$ cat config.mk
export PLATFORM = sky130hd
export DESIGN_NAME = ifetch_pc
export DESIGN_NICKNAME = d
export VERILOG_FILES = /design/src/rtl/ifetch_pc.sv
export SDC_FILE = /design/constraint.sdc
export NUM_CORES = 1
export LEC_CHECK = 0
export BUFFER_PORTS_ARGS = -buffer_cell sky130_fd_sc_hd__buf_2
export CAP_MARGIN = 20
export CORE_UTILIZATION = 44
export CTS_BUF_LIST = sky130_fd_sc_hd__clkbuf_4 sky130_fd_sc_hd__clkbuf_8
export CTS_CLUSTER_DIAMETER = 40
export CTS_CLUSTER_SIZE = 25
export DETAILED_ROUTE_END_ITERATION = 16
export PLACE_DENSITY = 0.78
export SKIP_CTS_REPAIR_TIMING = 1
export SLEW_MARGIN = 30
export SYNTH_ARGS = -nofsm -noshare
export SYNTH_HDL_FRONTEND = slang
export SYNTH_SLANG_ARGS = --single-unit
$ cat constraint.sdc
create_clock -name i_clk -period 1.8 [get_ports i_clk]
set_input_delay 0.09 -clock i_clk [delete_from_list [all_inputs] [get_ports i_clk]]
set_output_delay 0.09 -clock i_clk [all_outputs]
set_load 0.02 [all_outputs]
$ cat src/rtl/ifetch_pc.sv
// Fetch-PC generator for the 5-stage pipeline; keeps the ID-stage PC/valid aligned with
// the instruction memory's registered output. Optional feature: IFETCH_MISALIGN_TRAP_EN.
module ifetch_pc #(
    parameter logic [31:0] RESET_PC = 32'h0000_0000
) (
    input  logic        i_clk,
    input  logic        i_rstn,
    input  logic        i_stall,
    input  logic        i_redirect,
    input  logic [31:0] i_redirect_pc,
    output logic [31:0] o_imem_addr,
    output logic        o_imem_stall,
    output logic        o_imem_flush,
    output logic [31:0] o_pc_id,
    output logic [31:0] o_pc4_id,
    output logic        o_valid_id,
    output logic        o_misalign,
    output logic [31:0] o_trap_addr
);

    typedef enum logic [0:0] {StRun, StHalt} state_e;

    state_e      state_q, state_d;
    logic [31:0] pc_q, pc_d;
    logic [31:0] pc_id_q, pc_id_d;
    logic        valid_q, valid_d;
    logic        halt;

    assign halt = (state_q == StHalt);

    // Redirect overrides stall so a taken branch is never lost behind a hazard.
    assign o_imem_stall = i_stall & ~i_redirect & ~halt;
    assign o_imem_flush = i_redirect | halt;
    assign o_imem_addr  = pc_q;
    assign o_pc_id      = pc_id_q;
    assign o_pc4_id     = pc_id_q + 32'd4;
    assign o_valid_id   = valid_q;

`ifdef IFETCH_MISALIGN_TRAP_EN
    logic        misalign_q, misalign_d;
    logic [31:0] trap_addr_q, trap_addr_d;

    assign o_misalign  = misalign_q;
    assign o_trap_addr = trap_addr_q;
`else
    logic unused_redirect_lsb;

    assign unused_redirect_lsb = ^i_redirect_pc[1:0];
    assign o_misalign          = 1'b0;
    assign o_trap_addr         = 32'h0;
`endif

    always_comb begin
        state_d = state_q;
        pc_d    = pc_q;
        pc_id_d = pc_id_q;
        valid_d = valid_q;
`ifdef IFETCH_MISALIGN_TRAP_EN
        misalign_d  = 1'b0;
        trap_addr_d = trap_addr_q;
`endif
        if (i_redirect) begin
            valid_d = 1'b0;
`ifdef IFETCH_MISALIGN_TRAP_EN
            if (i_redirect_pc[1:0] != 2'b00) begin
                // Freeze fetch at the current PC until software redirects to an aligned target.
                state_d     = StHalt;
                misalign_d  = 1'b1;
                trap_addr_d = i_redirect_pc;
            end else begin
                state_d = StRun;
                pc_d    = i_redirect_pc;
            end
`else
            pc_d = {i_redirect_pc[31:2], 2'b00};
`endif
        end else if (halt) begin
            valid_d = 1'b0;
        end else if (!i_stall) begin
            pc_id_d = pc_q;
            pc_d    = pc_q + 32'd4;
            valid_d = 1'b1;
        end
    end

    always_ff @(posedge i_clk or negedge i_rstn) begin
        if (!i_rstn) begin
            state_q <= StRun;
            pc_q    <= RESET_PC;
            pc_id_q <= 32'h0;
            valid_q <= 1'b0;
`ifdef IFETCH_MISALIGN_TRAP_EN
            misalign_q  <= 1'b0;
            trap_addr_q <= 32'h0;
`endif
        end else begin
            state_q <= state_d;
            pc_q    <= pc_d;
            pc_id_q <= pc_id_d;
            valid_q <= valid_d;
`ifdef IFETCH_MISALIGN_TRAP_EN
            misalign_q  <= misalign_d;
            trap_addr_q <= trap_addr_d;
`endif
        end
    end

endmodule

# After elaboration in Yosys (flattened, before gate mapping)
# Index checks and enable logic that the tools add are counted.
[totals] regBits=65 elab_cells=14 output_inout_bits=132
[classes] n_reduce_logical=1 n_mux=4 bitwise_logic=3 n_eq_ne=1 addsub=2
[op_table] cell="32-bit by 3-bit adder with 32-bit output, second input constant" count=2
[op_table] cell="32-bit two-way mux" count=2
[op_table] cell="1-bit two-way mux" count=2
[op_table] cell="2-bit by 1-bit inequality test with 1-bit output, second input constant" count=1
[op_table] cell="1-bit NOT" count=2
[op_table] cell="2-bit AND reduction" count=1
[op_table] cell="1-bit AND" count=1

# Longest topological paths before layout
[logic_depth] ltp_word=3 ltp_mapped=6 depth_no_buf=5

# Worst setup path before layout
# No wires, ideal clock.
[synth_path] kind="flip-flop to flip-flop" from="reg pc_q[7] (netlist: o_imem_addr[7])" to="reg pc_q[30] (netlist: o_imem_addr[30])" slack_ps=-301 arrival_ps=1977 required_time_ps=1676 setup_time_ps=124 synth_period_minus_slack_ps=2101 path_stages_with_launch=6 path_cell_list="dfrtp_1 -> nand4_1 -> or4_4 -> buf_2 -> o31a_1 -> o31a_1"
[synth_via] elab_chain_len=3
[synth_rtl] item="start: declaration" line_no="24" rtl="logic [31:0] pc_q, pc_d;"
[synth_rtl] item="start signal: assignment" line_no="98" rtl="pc_q <= pc_d;"
[synth_rtl] item="32-bit by 3-bit adder with 32-bit output" line_no="81" rtl="pc_d = pc_q + 32'd4;"
[synth_rtl] item="32-bit two-way mux" line_no="79" rtl="end else if (!i_stall) begin"
[synth_rtl] item="32-bit two-way mux" line_no="62" rtl="if (i_redirect) begin"
# Every way passes these cells. The select of a mux whose other input is x is not followed.
# A chain may end at the register's enable or synchronous reset.

# Final worst setup path
[layout_path] from="reg pc_id_q[6] (netlist: o_pc_id[6])" to="out o_pc4_id[28]"
[layout_via] elab_chain_len=1
[layout_rtl] item="start: declaration" line_no="25" rtl="logic [31:0] pc_id_q, pc_id_d;"
[layout_rtl] item="start signal: assignment" line_no="99" rtl="pc_id_q <= pc_id_d;"
[layout_rtl] item="32-bit by 3-bit adder with 32-bit output" line_no="36" rtl="assign o_pc4_id = pc_id_q + 32'd4;"
[layout_rtl] item="end: declaration" line_no="15" rtl="output logic [31:0] o_pc4_id,"
# Every way passes these cells.

==> key figures <==
Run status
  – Status: finished with violations
  – Failing checks: hold timing, setup timing

Logic synthesis
  – Post-synth top flop: dfrtp_1
  – Netlist cell types: 41
  – Synthesized instance count: 393
  – Post-synthesis sequential area ratio: 0.408
  – Count leader, synth: dfrtp_1
  – Post-Synthesis Cell Area: 3740 µm²
  – Area contributors post-synth: dfrtp_1, mux2_2, buf_4
  – Mean post-synth cell area: 9.53 µm²
  – EDFF count, synth: 0
  – Synth Register Bits: 61
  – YS warnings: 0
  – Post-synth top area cell: dfrtp_1
  – Top cell type's share of synthesized area: 0.408
  – Top cells by count, synth: dfrtp_1, buf_4, nand2_1
  – Async SR Flop Fraction: 1.00

Die
  – Row Count: 33
  – Die Area: 8880 µm²
  – Initial Util: 0.456
  – Horiz. Die Dim: 94.2 µm
  – Top-Level Pins: 168
  – Area of the core: 8220 µm²
  – Die Ht: 94.2 µm

Route
  – Vias: 4009
  – Initial drt markers: 392
  – Drt pass-1 iters: 5
  – Post-Route WL: 12900 µm
  – Avg WL per Cell: 18.2 µm
  – Antenna-violating nets left: 0
  – DR DRC count: 0
  – Via-to-Cell Ratio: 5.67

STA
  – Fin crit share: 1.13
  – Clk_skew: 0.0104 ns
  – Post-layout worst setup margin: -0.230 ns
  – Hold Slack: -0.0517 ns
  – Sum Neg Setup Slack: -4.16 ns
  – Fmax: 0.493 GHz
  – RSZ-0062 raised after global routing: yes
  – Final hold vios: 5
  – Setup Viol. Count Final: 34
  – Max_slew headroom: 0.626
  – Final Max Tran Viols: 0
  – Post-route minimum period: 2.03 ns
  – Slew @ Worst Pin: 0.561 ns

Setup path
  – Critical-path maximum fanout: 10
  – Kind of end point of the critical path: output port
  – Critical Path Start Type: flop
  – CP Class: flop to output port
  – CP required: 1.71 ns
  – Worst R2R Path Depth: 4
  – Arr. time, crit path: 1.94 ns

GRT
  – First-pass GRT wire length: 16900 µm
  – GRT Util Overall: 0.247
  – Overflow after GRT: 0
  – Largest net degree at the start of global routing: 41
  – Vias in the first global route: 3455
  – Initial antenna violation count: 0

Clock tree
  – Root Driver: clkbuf_8
  – Clock buffer depth: 2
  – Worst-Skew Late Latency: 0.35 ns
  – Clk pin slew, worst setup/hold paths: 0.07 ns
  – TritonCTS sink count: 61
  – CTS H-tree depth: 3
  – Inserted Clock Buffers: 9
  – CTS tree: yes

Cells and area
  – Synthesis-to-layout area growth: 52.4%
  – Layout cells sized above 1: 0.543
  – N_diodes: 0
  – Nets: 635

Power
  – Int Pwr: 3.35 mW
  – Seq pwr share: 0.344
  – Clock power share: 0.284
  – Worst vdd ir: 0.000496 V
  – Final Power: 5.31 mW
  – Leakage power: 2.55 nW
  – Net Sw Frac: 0.368
  – Switching power: 1.96 mW
  – Pwr per Cell Area: 931 nW/µm²
  – Logic pwr share: 0.372

Job
  – Maxcap violations: 0

Min path
  – Hold depth: 3
  – Min-delay worst type: input pin to flop

Placement
  – Pre-CTS setup slack: -0.127 ns
  – HPWL after detailed placement: 8090 µm
  – Port buffer count: 126
  – RePlAce Congestion: 0.918
## stage by stage
stage          utilization  instance area [µm²]  cells
3_3_place_gp         0.596                 4900    662
6_report             0.695                 5710    707
4_1_cts              0.626                 5140    678
3_5_place_dp         0.596                 4900    662
5_1_grt              0.695                 5710    707
2_1_floorplan            -                 4090    431
## cells in the final DEF, fill, tap and decap left out, types with 4 or more instances in the layout
cell type	instances
nand2_1	36
dfrtp_2	23
buf_4	84
dlygate4sd3_1	9
xnor2_2	15
dfrtp_1	38
nor3_1	4
o31a_1	4
o31ai_1	5
and3_1	4
xor2_1	6
nand3_2	5
mux2_2	28
a31oi_1	11
or3_1	4
nor2_1	17
buf_6	11
nand3_4	4
or4_1	6
o211ai_1	6
clkbuf_8	9
o21ai_0	14
nand3_1	13
inv_1	5
o31ai_2	5
or4_4	9
buf_2	103
nand4_1	19
xnor2_1	16
conb_1	39
## sequential cells by signal (all words and copies together), names as in the netlist
signal	count
o_imem_addr	30
o_valid_id	1
o_pc_id	30
## critical path, cell delays in order (launching register included)
cell	delay, ns
dfrtp_2	0.45
buf_6	0.12
nand4_1	0.18
nor3_4	0.20
buf_12	0.15
nand4_1	0.15
xnor2_2	0.18
buf_4	0.15
## final timing paths
kind / slack, ns / startpoint / to
setup / recovery: -0.23 / o_pc_id[6]$_DFFE_PN0P_ / o_pc4_id[28]
hold / removal: -0.05 / i_redirect_pc[2] / o_imem_addr[2]$_DFFE_PN0N_
setup reg to reg: -0.15 / o_imem_addr[10]$_DFFE_PN0N_ / o_imem_addr[19]$_DFFE_PN0N_
hold reg to reg: 0.54 / o_valid_id$_DFFE_PN0N_ / o_valid_id$_DFFE_PN0N_
max in group asynchronous: 0.89 / i_rstn / o_imem_addr[18]$_DFFE_PN0N_
min in group asynchronous: 0.27 / i_rstn / o_pc_id[11]$_DFFE_PN0P_
## cells by family after synthesis
group	Yosys count	share of synthesized area
buf+inv	62	0.103
flops	61	0.408
fa+ha+maj	2	0.00668
mux	29	0.0869
simple gates	149	0.215
xor+xnor	37	0.0866
compound gates	52	0.0929
other cells	1	0.00100
## power groups by stage
stage	combinational (mW)	clock, mW	sequential [mW]
finish	1.98	1.51	1.83
global route	2.09	1.57	1.85
CTS	1.74	1.50	1.79
detailed placement	1.73	0	1.82
global placement	1.69	0	1.80
floorplan	0.811	0	2.09
## routing by layer
metal,wire length (µm),vias to the layer above,global-route usage
met4,489,0,0.112
met2,6390,252,0.401
met1,5090,1944,0.322
met3,914,51,0.0380
li1,-,1762,-
met5,0,-,0
## area by class of cell
type,instances,area (µm²)
multi-input cells,310,2360
clock inverters,5,100
clock buffers,11,139
repair buffers,209,1400
fillers,578,2510
well taps,105,131
flip-flops and latches,61,1560
inverters,6,22.5
Note: power is estimated with default switching activity, not from simulation.
